**config.mk**
```make
export PLATFORM = sky130hd
export DESIGN_NAME = spi_flash_responder
export DESIGN_NICKNAME = d
export VERILOG_FILES = /design/src/rtl/spi_flash_pkg.sv /design/src/rtl/spi_in_sync.sv /design/src/rtl/spi_flash_responder.sv
export SDC_FILE = /design/constraint.sdc
export NUM_CORES = 1
export LEC_CHECK = 0
export BUFFER_PORTS_ARGS = -buffer_cell sky130_fd_sc_hd__buf_2
export CAP_MARGIN = 5
export CORE_ASPECT_RATIO = 0.6
export CORE_UTILIZATION = 55
export CTS_BUF_LIST = sky130_fd_sc_hd__clkbuf_4 sky130_fd_sc_hd__clkbuf_8
export CTS_CLUSTER_DIAMETER = 200
export DETAILED_ROUTE_END_ITERATION = 7
export PLACE_DENSITY = 0.79
export REMOVE_ABC_BUFFERS = 1
export SYNTH_ARGS = -nofsm -noshare
export SYNTH_HDL_FRONTEND = slang
export SYNTH_HIERARCHICAL = 1
export SYNTH_SLANG_ARGS = --single-unit
```
**constraint.sdc**
```tcl
create_clock -name clock -period 6.1 [get_ports clock]
set_clock_uncertainty 0.2 [all_clocks]
set_input_delay 0.61 -clock clock [delete_from_list [all_inputs] [get_ports clock]]
set_output_delay 0.61 -clock clock [all_outputs]
set_load 0.02 [all_outputs]
```
**src/rtl/spi_flash_pkg.sv**
```systemverilog
`timescale 1ns/1ps
// Shared opcodes, address width and FSM encoding for the SPI flash responder.
package spi_flash_pkg;
  localparam int ADDR_W = 24;

  localparam logic [7:0] OP_READ      = 8'h03;
  localparam logic [7:0] OP_FAST_READ = 8'h0B;
  localparam logic [7:0] OP_RDID      = 8'h9F;
  localparam logic [7:0] OP_RDSR      = 8'h05;

  typedef enum logic [2:0] {
    IDLE, CMD, ADDR, DUMMY, READ, RDID, RDSR, IGNORE
  } state_e;

  // Byte idx of the JEDEC ID, MSB first; anything past the third byte reads as zero.
  function automatic logic [7:0] id_byte(input logic [23:0] id, input logic [1:0] idx);
    case (idx)
      2'd0:    return id[23:16];
      2'd1:    return id[15:8];
      2'd2:    return id[7:0];
      default: return 8'h00;
    endcase
  endfunction
endpackage

```
**src/rtl/spi_in_sync.sv**
```systemverilog
`timescale 1ns/1ps
// Synchronizes sck/cs_n/mosi into the system clock and flags sck edges.
module spi_in_sync #(
  parameter int SYNC_STAGES = 2
) (
  input  logic clock,
  input  logic reset_n,
  input  logic sck_i,
  input  logic cs_n_i,
  input  logic mosi_i,
  output logic sck_rise_o,
  output logic sck_fall_o,
  output logic cs_n_o,
  output logic mosi_o
);
  logic [SYNC_STAGES-1:0] sck_q, cs_q, mosi_q;
  logic                   sck_dly_q;
  logic                   sck_s;

  assign sck_s = sck_q[SYNC_STAGES-1];

  // Reset values match an idle bus so no spurious edge or select appears on release.
  always_ff @(posedge clock or negedge reset_n) begin
    if (!reset_n) begin
      sck_q     <= '0;
      cs_q      <= '1;
      mosi_q    <= '0;
      sck_dly_q <= 1'b0;
    end else begin
      sck_q     <= (sck_q << 1)  | SYNC_STAGES'(sck_i);
      cs_q      <= (cs_q << 1)   | SYNC_STAGES'(cs_n_i);
      mosi_q    <= (mosi_q << 1) | SYNC_STAGES'(mosi_i);
      sck_dly_q <= sck_s;
    end
  end

  assign sck_rise_o = sck_s & ~sck_dly_q;
  assign sck_fall_o = ~sck_s & sck_dly_q;
  assign cs_n_o     = cs_q[SYNC_STAGES-1];
  assign mosi_o     = mosi_q[SYNC_STAGES-1];
endmodule

```
**src/rtl/spi_flash_responder.sv**
```systemverilog
`timescale 1ns/1ps
// SPI mode-0 flash read responder: READ/FAST_READ/RDID/RDSR with a one-byte
// prefetch from a byte-wide backing memory.
module spi_flash_responder import spi_flash_pkg::*; #(
  parameter logic [23:0] JEDEC_ID    = 24'hEF4016,
  parameter int          SYNC_STAGES = 2
) (
  input  logic              clock,
  input  logic              reset_n,
  input  logic              spi_sck,
  input  logic              spi_cs_n,
  input  logic              spi_mosi,
  output logic              spi_miso,
  output logic              spi_miso_oe,
  output logic              mem_req,
  output logic [ADDR_W-1:0] mem_addr,
  input  logic              mem_valid,
  input  logic [7:0]        mem_rdata,
  output logic              busy,
  output logic              underrun
);
  logic sck_rise, sck_fall, cs_n_s, mosi_s;

  spi_in_sync #(.SYNC_STAGES(SYNC_STAGES)) u_sync (
    .clock      (clock),
    .reset_n    (reset_n),
    .sck_i      (spi_sck),
    .cs_n_i     (spi_cs_n),
    .mosi_i     (spi_mosi),
    .sck_rise_o (sck_rise),
    .sck_fall_o (sck_fall),
    .cs_n_o     (cs_n_s),
    .mosi_o     (mosi_s)
  );

  state_e            state_q;
  logic [4:0]        bit_cnt_q;
  logic [22:0]       sh_in_q;
  logic [7:0]        sh_out_q;
  logic [2:0]        obit_q;
  logic [1:0]        id_idx_q;
  logic              fast_q;
  logic [ADDR_W-1:0] addr_q;
  logic              req_out_q, pf_valid_q;
  logic [7:0]        pf_data_q;
  logic              miso_q, oe_q, mem_req_q, underrun_q;
  logic [ADDR_W-1:0] mem_addr_q;

  logic [23:0] sh_in_d;
  logic [7:0]  byte_d;

  assign sh_in_d = {sh_in_q, mosi_s};

  always_comb begin
    byte_d = 8'hFF;
    case (state_q)
      READ:    if (pf_valid_q) byte_d = pf_data_q;
      RDID:    byte_d = id_byte(JEDEC_ID, id_idx_q);
      RDSR:    byte_d = 8'h00;
      default: byte_d = 8'hFF;
    endcase
  end

  always_ff @(posedge clock or negedge reset_n) begin
    if (!reset_n) begin
      state_q    <= IDLE;
      bit_cnt_q  <= '0;
      sh_in_q    <= '0;
      sh_out_q   <= '0;
      obit_q     <= '0;
      id_idx_q   <= '0;
      fast_q     <= 1'b0;
      addr_q     <= '0;
      req_out_q  <= 1'b0;
      pf_valid_q <= 1'b0;
      pf_data_q  <= '0;
      miso_q     <= 1'b1;
      oe_q       <= 1'b0;
      mem_req_q  <= 1'b0;
      mem_addr_q <= '0;
      underrun_q <= 1'b0;
    end else begin
      mem_req_q  <= 1'b0;
      underrun_q <= 1'b0;
      if (mem_valid && req_out_q) begin
        pf_data_q  <= mem_rdata;
        pf_valid_q <= 1'b1;
        req_out_q  <= 1'b0;
      end
      // Deselect wins over everything, including a response landing this cycle.
      if (cs_n_s) begin
        state_q    <= IDLE;
        bit_cnt_q  <= '0;
        sh_in_q    <= '0;
        sh_out_q   <= '0;
        obit_q     <= '0;
        id_idx_q   <= '0;
        fast_q     <= 1'b0;
        req_out_q  <= 1'b0;
        pf_valid_q <= 1'b0;
        miso_q     <= 1'b1;
        oe_q       <= 1'b0;
      end else begin
        case (state_q)
          IDLE: begin
            state_q   <= CMD;
            bit_cnt_q <= '0;
          end
          CMD: if (sck_rise) begin
            sh_in_q   <= sh_in_d[22:0];
            bit_cnt_q <= bit_cnt_q + 5'd1;
            if (bit_cnt_q == 5'd7) begin
              bit_cnt_q <= '0;
              fast_q    <= (sh_in_d[7:0] == OP_FAST_READ);
              case (sh_in_d[7:0])
                OP_READ, OP_FAST_READ: state_q <= ADDR;
                OP_RDID: begin state_q <= RDID; oe_q <= 1'b1; end
                OP_RDSR: begin state_q <= RDSR; oe_q <= 1'b1; end
                default: state_q <= IGNORE;
              endcase
            end
          end
          ADDR: if (sck_rise) begin
            sh_in_q   <= sh_in_d[22:0];
            bit_cnt_q <= bit_cnt_q + 5'd1;
            if (bit_cnt_q == 5'd23) begin
              bit_cnt_q  <= '0;
              addr_q     <= sh_in_d;
              mem_addr_q <= sh_in_d;
              mem_req_q  <= 1'b1;
              req_out_q  <= 1'b1;
              if (fast_q) state_q <= DUMMY;
              else begin state_q <= READ; oe_q <= 1'b1; end
            end
          end
          DUMMY: if (sck_rise) begin
            bit_cnt_q <= bit_cnt_q + 5'd1;
            if (bit_cnt_q == 5'd7) begin
              state_q <= READ;
              oe_q    <= 1'b1;
            end
          end
          READ, RDID, RDSR: if (sck_fall) begin
            obit_q <= obit_q + 3'd1;
            if (obit_q == 3'd0) begin
              miso_q   <= byte_d[7];
              sh_out_q <= {byte_d[6:0], 1'b0};
              if (state_q == READ) begin
                if (pf_valid_q) begin
                  pf_valid_q <= 1'b0;
                  addr_q     <= addr_q + 24'd1;
                  mem_addr_q <= addr_q + 24'd1;
                  mem_req_q  <= 1'b1;
                  req_out_q  <= 1'b1;
                end else begin
                  underrun_q <= 1'b1;
                end
              end
              if (state_q == RDID && id_idx_q != 2'd3) id_idx_q <= id_idx_q + 2'd1;
            end else begin
              miso_q   <= sh_out_q[7];
              sh_out_q <= {sh_out_q[6:0], 1'b0};
            end
          end
          default: ;
        endcase
      end
    end
  end

  assign spi_miso    = miso_q;
  assign spi_miso_oe = oe_q;
  assign mem_req     = mem_req_q;
  assign mem_addr    = mem_addr_q;
  assign underrun    = underrun_q;
  assign busy        = ~cs_n_s;
endmodule

```
Word level (Yosys, flattened, before mapping)
Cells that the tools add are included.
- bits in registers: 90
- input port bits: 14
- output and inout port bits: 29
- word-level logic and storage cells: 178
- add/subtract/negate cells: 4
- equal/unequal tests: 29
- multiplexer cells: 90
- bitwise logic cells: 8
- reduce and logical (&&, ||, !) cells: 28
- operator list (cell ; count):
    2-to-1 mux 24 bit ; 6
    2-to-1 mux 23 bit ; 3
    one-hot mux 24 bit (2 select lines) ; 1
    one-hot mux 8 bit (3 select lines) ; 2
    2-to-1 mux 1 bit ; 45
    2-to-1 mux 8 bit ; 5
    2-to-1 mux 3 bit ; 11
    2-to-1 mux 5 bit ; 6
    adder 24 x 1 -> 24 bit (second input constant) ; 1
    inequality test 3 x 2 -> 1 bit (second input constant) ; 8
    one-hot mux 5 bit (4 select lines) ; 1
    nonzero test 2 bit ; 9
    inequality test 2 bit (second input constant) ; 7
    one-hot mux 3 bit (4 select lines) ; 1
    2-to-1 mux 2 bit ; 5
    == test 3 bit (second input constant) ; 3
    one-hot mux 3 bit (3 select lines) ; 1
    AND reduction 9 bit ; 1
    == test 8 x 2 -> 1 bit (second input constant) ; 1
    == test 8 x 3 -> 1 bit (second input constant) ; 1
    == test 8 x 4 -> 1 bit (second input constant) ; 1
    == test 8 bit (second input constant) ; 1
    AND reduction 4 bit ; 2
    AND reduction 8 bit ; 1
    24 further kinds ; 36

Depth between registers and ports, before layout
Gate-level depths: netlist of run 1.
- word-level depth: 8
- depth in mapped cells: 9
- gate-level depth less buffers: 8

Cells and area by module
The synthesis of run 1 kept the hierarchy.
- by module, submodules not included (module ; times used ; cells each ; area each (um^2) ; sequential area each (um^2)):
    spi_flash_responder ; 1 ; 498 ; 4458.0 ; 2053.2
    spi_in_sync ; 1 ; 9 ; 192.7 ; 177.7

Worst setup path before layout of run 1
Ideal clock, no wire load.
- path kind: reg-to-output
- start: reg u_sync.cs_q[1]
- end: out busy
- arrival time: 1353 ps
- required time: 5290 ps
- slack: 3937 ps
- stages on the path, launching flop included: 5
- cell sequence: dfstp_2 clkbuf_1 buf_2 inv_2 buf_1
- cells in the longest elaborated chain, start to end: 1
- RTL lines (element ; line ; source):
    from (decl) ; spi_in_sync.sv:16 ; logic [SYNC_STAGES-1:0] sck_q, cs_q, mosi_q;
    from (signal assigned) ; spi_in_sync.sv:31 ; cs_q <= (cs_q << 1) | SYNC_STAGES'(cs_n_i);
    NOT 1 bit (no source line) ; n/a ;
    to (decl) ; spi_flash_responder.sv:19 ; output logic busy,
No other way between the ends.

Worst setup path after layout of run 1
- start: reg u_sync.sck_dly_q
- end: reg mem_addr_q[18] (netlist: mem_addr[18])
- cells in the longest elaborated chain, start to end: 4
- RTL lines (element ; line ; source):
    from (decl) ; spi_in_sync.sv:17 ; logic sck_dly_q;
    from (signal assigned) ; spi_in_sync.sv:33 ; sck_dly_q <= sck_s;
    NOT 1 bit ; spi_in_sync.sv:37 ; assign sck_rise_o = sck_s & ~sck_dly_q;
    AND 1 bit ; spi_in_sync.sv:37 ;
    net sck_rise ; spi_flash_responder.sv:22 ; logic sck_rise, sck_fall, cs_n_s, mosi_s;
    inequality test 2 bit (no source line) ; n/a ;
    AND reduction 8 bit (no source line) ; n/a ;
    to (signal assigned) ; spi_flash_responder.sv:129 ; mem_addr_q <= sh_in_d;
    to (signal assigned) ; spi_flash_responder.sv:152 ; mem_addr_q <= addr_q + 24'd1;
    to (decl) ; spi_flash_responder.sv:47 ; logic [ADDR_W-1:0] mem_addr_q;
The timed path passes the listed nets, and every way through them passes these cells.
A chain may end at the register's enable or synchronous reset.

==> results.md, run 1 <==
* PortBufs at 42
* Bufs on Longest Clock Path at 2
* Detailed Route WL at 11,200 um
* Setup crit start kind: register
* Num rows at 25
* Comb pwr share at 12.4%
* Core ar. at 8040 sq um
* Sequential cell area fraction in the yosys report at 48.0%
* Yosys top cell area share at 46.3%
* H-Tree Depth at 3
* Synthesis Warnings at 6
* Final min period at 3.37 ns
* Final RePlAce weighted congestion at 0.930
* CTS clk-pin slew, worst paths at 0.09 ns
* Clk_lat worst skew at 0.37 ns
* Post-CTS Setup Bufs at 0
* Post-CTS sizing at 0
* Final setup fails at 0
* Outcome: completed
* Crit path max fanout at 40
* Full die area at 8840 sq um
* Share of layout cells above drive strength 1 at 17.0%
* Max Fclk at 0.296 GHz
* First-pass GRT wire length at 18,800 um
* Flop pwr share at 49.2%
* Ys async rst share at 100%
* ANT nets after route at 0
* Overflow after GRT at 0
* Residual DRC at 0
* Critical path data arrival time at 3.45 ns
* Number of flops mapped to enable cells by yosys at 0
* PwrDens at 253 nW/um^2
* Syn_area_per_cell at 9.17 sq um
* R2R Path Start: u_sync/sck_dly_q
* Cell taking the most area after synthesis: dfrtp_1
* Max Used Layer: met4
* Largest net degree at the start of global routing at 69
* Peak supply drop at 0.149 mV
* Post-DR vias/cell at 6.29
* Hold WC Path Type: in2reg
* Crit end category: register
* DRT Pass-1 Iters at 5
* Sw Ratio at 28.1%
* Total CTS buffers at 9
* Clock power frac at 38.4%
* Synth Cell Area at 4650 sq um
* Post-place setup slack at 2.77 ns
* Wire per inst at 17.4 um
* Synth Flop Type: dfrtp_1
* Metal3 WL at 906 um
* Post-synth cell types at 64
* Largest cells by area after synthesis: dfrtp_1 46%, nand2_1 7.3%, a21oi_1 5.2%
* Yosys reg bits at 89
* Max Slew Vio Count at 0
* Static Leak at 2.37 nW
* Chip Height at 73.2 um
* Setup CP Type: reg2reg
* Most frequent cells in the layout: 91 x nand2_1, 86 x dfrtp_1, 48 x a21oi_1, 41 x buf_2
* Switching power at 364 uW
* TritonCTS clock tree: done
* Vias in the first global route at 3,816
* Metal-1 WL at 5330 um
* Antenna cells at 0
* Tcrit/Tclk final at 55.3%
* Least-Margin Pin Slew at 0.933 ns
* DR WL met2 at 4870 um
* Ports at 43
* Internal power at 933 uW
* Worst EP required at 6.17 ns
* Final hold viol count at 0
* Initial Util at 57.9%
* Final setup margin at 2.73 ns
* Die X-Extent at 121 um
* Max cap viols at 0
* # nets final at 554
* Initial DRC Count at 569
* Post-Syn Instances at 507
* Layout area overhead at 10.0%
* Root Driver: clkbuf_8
* Clock sink total at 89
* Antenna violations before repair at 0
* DPL Wire Length at 7680 um
* CP Launch Point: u_sync/sck_dly_q
* Relative slew slack at 37.7%
* GRT Overall Usage at 27.7%
* DR vias at 4,048
* TNS Setup at 0 ns
* Worst Min Path Start: spi_cs_n
* Most common cell after layout, fill and taps aside: nand2_1
* Unrepaired setup endpoints after global routing: false
-- metrics by stage --
stage	utilization, %	instance area (sq um)	instances	power, mW	hold slack [ns]
after floorplan	-	4460	473	0.737	0.114
after global placement	60.2	4840	626	0.795	0.133
after detailed placement	60.2	4840	626	0.805	0.138
after CTS	63.4	5100	643	1.30	0.117
after global routing	63.7	5120	644	1.35	0.111
final	63.7	5120	644	1.30	0.132
-- final cells by class --
| class | count | area [sq um] |
|---|---|---|
| clock buffers | 10 | 131 |
| clock inverters | 6 | 115 |
| fillers | 684 | 2920 |
| inverters | 12 | 45.0 |
| multi-input cells | 372 | 2190 |
| flip-flops and latches | 89 | 2230 |
| well taps | 108 | 135 |
| repair buffers | 47 | 265 |
-- power groups by stage --
stage          clock (mW)  sequential (mW)  combinational, mW
2_1_floorplan           0            0.639             0.0983
3_3_place_gp            0            0.646              0.149
3_5_place_dp            0            0.649              0.156
4_1_cts             0.502            0.638              0.157
5_1_grt             0.528            0.642              0.178
6_report            0.498            0.638              0.160
-- Yosys cell counts (all sizes together), types with 5 or more instances --
master	n
nand2	91
dfrtp	86
a21oi	51
o21ai	34
nand4	30
nor2	23
buf	20
nand3	18
clkbuf	14
inv	11
o22ai	11
nor3	10
ha	9
mux2	8
nor2b	7
o21a	6
and3	5
-- routing by layer --
| layer | GRT usage, % | vias to the layer above |
|---|---|---|
| met1 | 40.5 | 1959 |
| met2 | 40.4 | 189 |
| met5 | 0 | - |
| met3 | 7.89 | 15 |
| met4 | 7.82 | 0 |
| li1 | - | 1885 |
-- timing repair --
action | 4_1_cts | 5_1_grt
setup endpoints to repair | 0 | 0
hold endpoints to repair | 21 | 0
hold buffers | 1 | 0
-- worst max-delay path, stage by stage, from the launching register on --
cell and delay (ns):
dfrtp_1 0.39, nor2b_1 0.55, nor2b_4 0.62, nand4_1 0.17, a211o_1 0.45, inv_2 0.55, o21ai_0 0.19, o21a_1 0.15
-- state kept, by name, summed over array words and instances, names as in the netlist --
signal	count
u_sync/mosi_q	2
obit_q	3
pf_valid_q	1
spi_miso_oe	1
underrun	1
sh_out_q	7
u_sync/sck_q	2
mem_addr	24
u_sync/cs_q	2
u_sync/sck_dly_q	1
state_q	3
pf_data_q	8
fast_q	1
sh_in_q	23
req_out_q	1
bit_cnt_q	5
spi_miso	1
id_idx_q	2
mem_req	1
-- logic make-up (layout without fill, tap and decap cells) --
group,Yosys count,count (layout),synth area share (%)
xor gates and xnor gates,6,6,1.13
adders and majority gates,9,9,2.42
muxes,10,10,2.37
buffers and inverters,46,75,5.00
and+or+nand+nor,204,204,21.7
AOI/OAI and AO/OA,143,143,19.4
DFF,89,89,48.0
-- path summary, 6_finish.rpt --
path | depth (start not counted) | end | slack, ns
worst min-delay path | 1 | u_sync/cs_q[0] | 0.13
worst max-delay path | 7 | mem_addr[18] | 2.73
max in group asynchronous | 3 | sh_in_q[13] | 4.09
min in group asynchronous | 2 | mem_addr[0] | 0.46
worst max register to register | 7 | mem_addr[18] | 2.73
worst min register to register | 0 | u_sync/mosi_q[1] | 0.16
(Power assumes the default switching activity.)
==> run 2: changes to the inputs <==
Clock period 6.1 ns to 3.2 ns, I/O delays scaled along.
==> run 2 against run 1 <==
Combinational power rose by 100%. Critical endpoint unchanged. Final area increased by 2.5%. Utilization is 1.6 points higher.
==> results.md, run 2 (synthesis gave the netlist of run 1 again) <==
* ANT nets after route at 0
* Full die area at 8840 sq um
* DRT Pass-1 Iters at 5
* Max Fclk at 0.359 GHz
* Relative slew slack at 52.5%
* Initial Util at 57.9%
* PortBufs at 42
* Comb pwr share at 13.4%
* Crit path max fanout at 40
* Clock power frac at 36.5%
* Worst EP required at 3.26 ns
* DPL Wire Length at 7850 um
* Setup CP Type: reg2reg
* Vias in the first global route at 3,757
* Finished Layout Cells at 661
* H-Tree Depth at 3
* Most frequent cells in the layout: 91 x nand2_1, 86 x dfrtp_1, 48 x a21oi_1, 41 x buf_2
* CTS clk-pin slew, worst paths at 0.09 ns
* Sw Ratio at 28.5%
* Die X-Extent at 121 um
* Total CTS buffers at 9
* Setup crit start kind: register
* Most common cell after layout, fill and taps aside: nand2_1
* Bufs on Longest Clock Path at 2
* Antenna cells at 0
* Residual DRC at 0
* Static Leak at 2.44 nW
* Core ar. at 8040 sq um
* Flop pwr share at 50.1%
* Root Driver: clkbuf_8
* Chip Height at 73.2 um
* Switching power at 692 uW
* Peak supply drop at 0.337 mV
* Largest net degree at the start of global routing at 55
* Post-CTS sizing at 0
* Internal power at 1.73 mW
* Design area at 5250 sq um
* Clk_lat worst skew at 0.37 ns
* Wire per inst at 17.4 um
* Total power at 2.43 mW
* R2r worst-path depth at 6
* Unrepaired setup endpoints after global routing: false
* Overflow after GRT at 0
* Share of layout cells above drive strength 1 at 17.4%
* Max Slew Vio Count at 0
* Initial DRC Count at 513
* Outcome: completed
* First-pass GRT wire length at 19,200 um
* Clock sink total at 89
* Layout area overhead at 12.8%
* Num rows at 25
* Least-Margin Pin Slew at 0.713 ns
* DR vias at 4,122
* Max cap viols at 0
* Detailed Route WL at 11,500 um
* Final RePlAce weighted congestion at 0.927
* Final min period at 2.79 ns
* # nets final at 571
* Hold WC Path Type: reg2reg
* Hold path depth at 0
* Final setup fails at 0
* Tcrit/Tclk final at 87.1%
* GRT Overall Usage at 28.4%
* Critical path data arrival time at 2.84 ns
* Final setup margin at 0.414 ns
* Post-place setup slack at 0.512 ns
* PwrDens at 462 nW/um^2
* Cell Area, Placed at 4890 sq um
* Crit end category: register
* Placed Cells at 632
* Ports at 43
* Final hold viol count at 0
* Max reg flops at 24
* Post-DR vias/cell at 6.24
* TNS Setup at 0 ns
* TritonCTS clock tree: done
* Antenna violations before repair at 0
run 2: cell count changes in the layout (fill, tap and decap cells not counted):
cell           delta
bufinv_16         -1
clkinvlp_4        -1
inv_6             +1
clkbuf_8          +1
buf_4             +6
buf_12            -1
dlygate4sd3_1    +12
run 2: path summary, 6_finish.rpt:
path	end	slack [ns]	startpoint
setup / recovery	mem_addr[18]	0.41	state_q[2]
hold / removal	u_sync/sck_q[1]	0.16	u_sync/sck_q[0]
setup reg to reg	mem_addr[18]	0.41	state_q[2]
hold reg to reg	u_sync/sck_q[1]	0.16	u_sync/sck_q[0]
max in group asynchronous	u_sync/cs_q[1]	1.68	reset_n
min in group asynchronous	mem_addr[3]	0.33	reset_n
run 2: power by group through the flow:
stage / Combinational (mW) / Clock [mW] / Sequential (mW)
CTS: 0.318 / 0.902 / 1.21
global route: 0.358 / 0.947 / 1.22
detailed placement: 0.305 / 0 / 1.23
global placement: 0.293 / 0 / 1.23
floorplan: 0.187 / 0 / 1.22
finish: 0.326 / 0.886 / 1.22
run 2: per-stage QoR:
step	hold WS, ns	utilization [%]
after global routing	0.169	65.3
after CTS	0.158	65.3
after detailed placement	0.136	60.8
after global placement	0.138	60.8
final	0.155	65.3
after floorplan	-0.176	-
run 2: cell type report:
| class | count | area, sq um |
|---|---|---|
| Tap cell | 108 | 135 |
| Fill cell | 640 | 2790 |
| Sequential cell | 89 | 2230 |
| Clock buffer | 11 | 145 |
| Multi-Input combinational cell | 372 | 2190 |
| Clock inverter | 5 | 86.3 |
| Inverter | 12 | 45.0 |
| Timing Repair Buffer | 64 | 410 |
run 2: critical path, cell delays in order (launching register included):
cell and delay [ns]:
dfrtp_1 0.74, nor2b_1 0.24, nand4_1 0.11, a211o_1 0.47, inv_2 0.54, o21ai_0 0.20
o21a_1 0.16
run 2: repair_timing:
item	in CTS	in global routing
hold buffers	13	0
endpoints found under the hold margin	63	0
buffers inserted	0	0
run 2: metal layers:
| metal | track usage [%] | up-vias | routed length [um] |
|---|---|---|---|
| li1 | - | 1916 | - |
| met1 | 42.9 | 2024 | 5560 |
| met2 | 41.7 | 172 | 5110 |
| met3 | 5.94 | 10 | 756 |
| met4 | 7.00 | 0 | 93 |
| met5 | 0 | - | 0 |
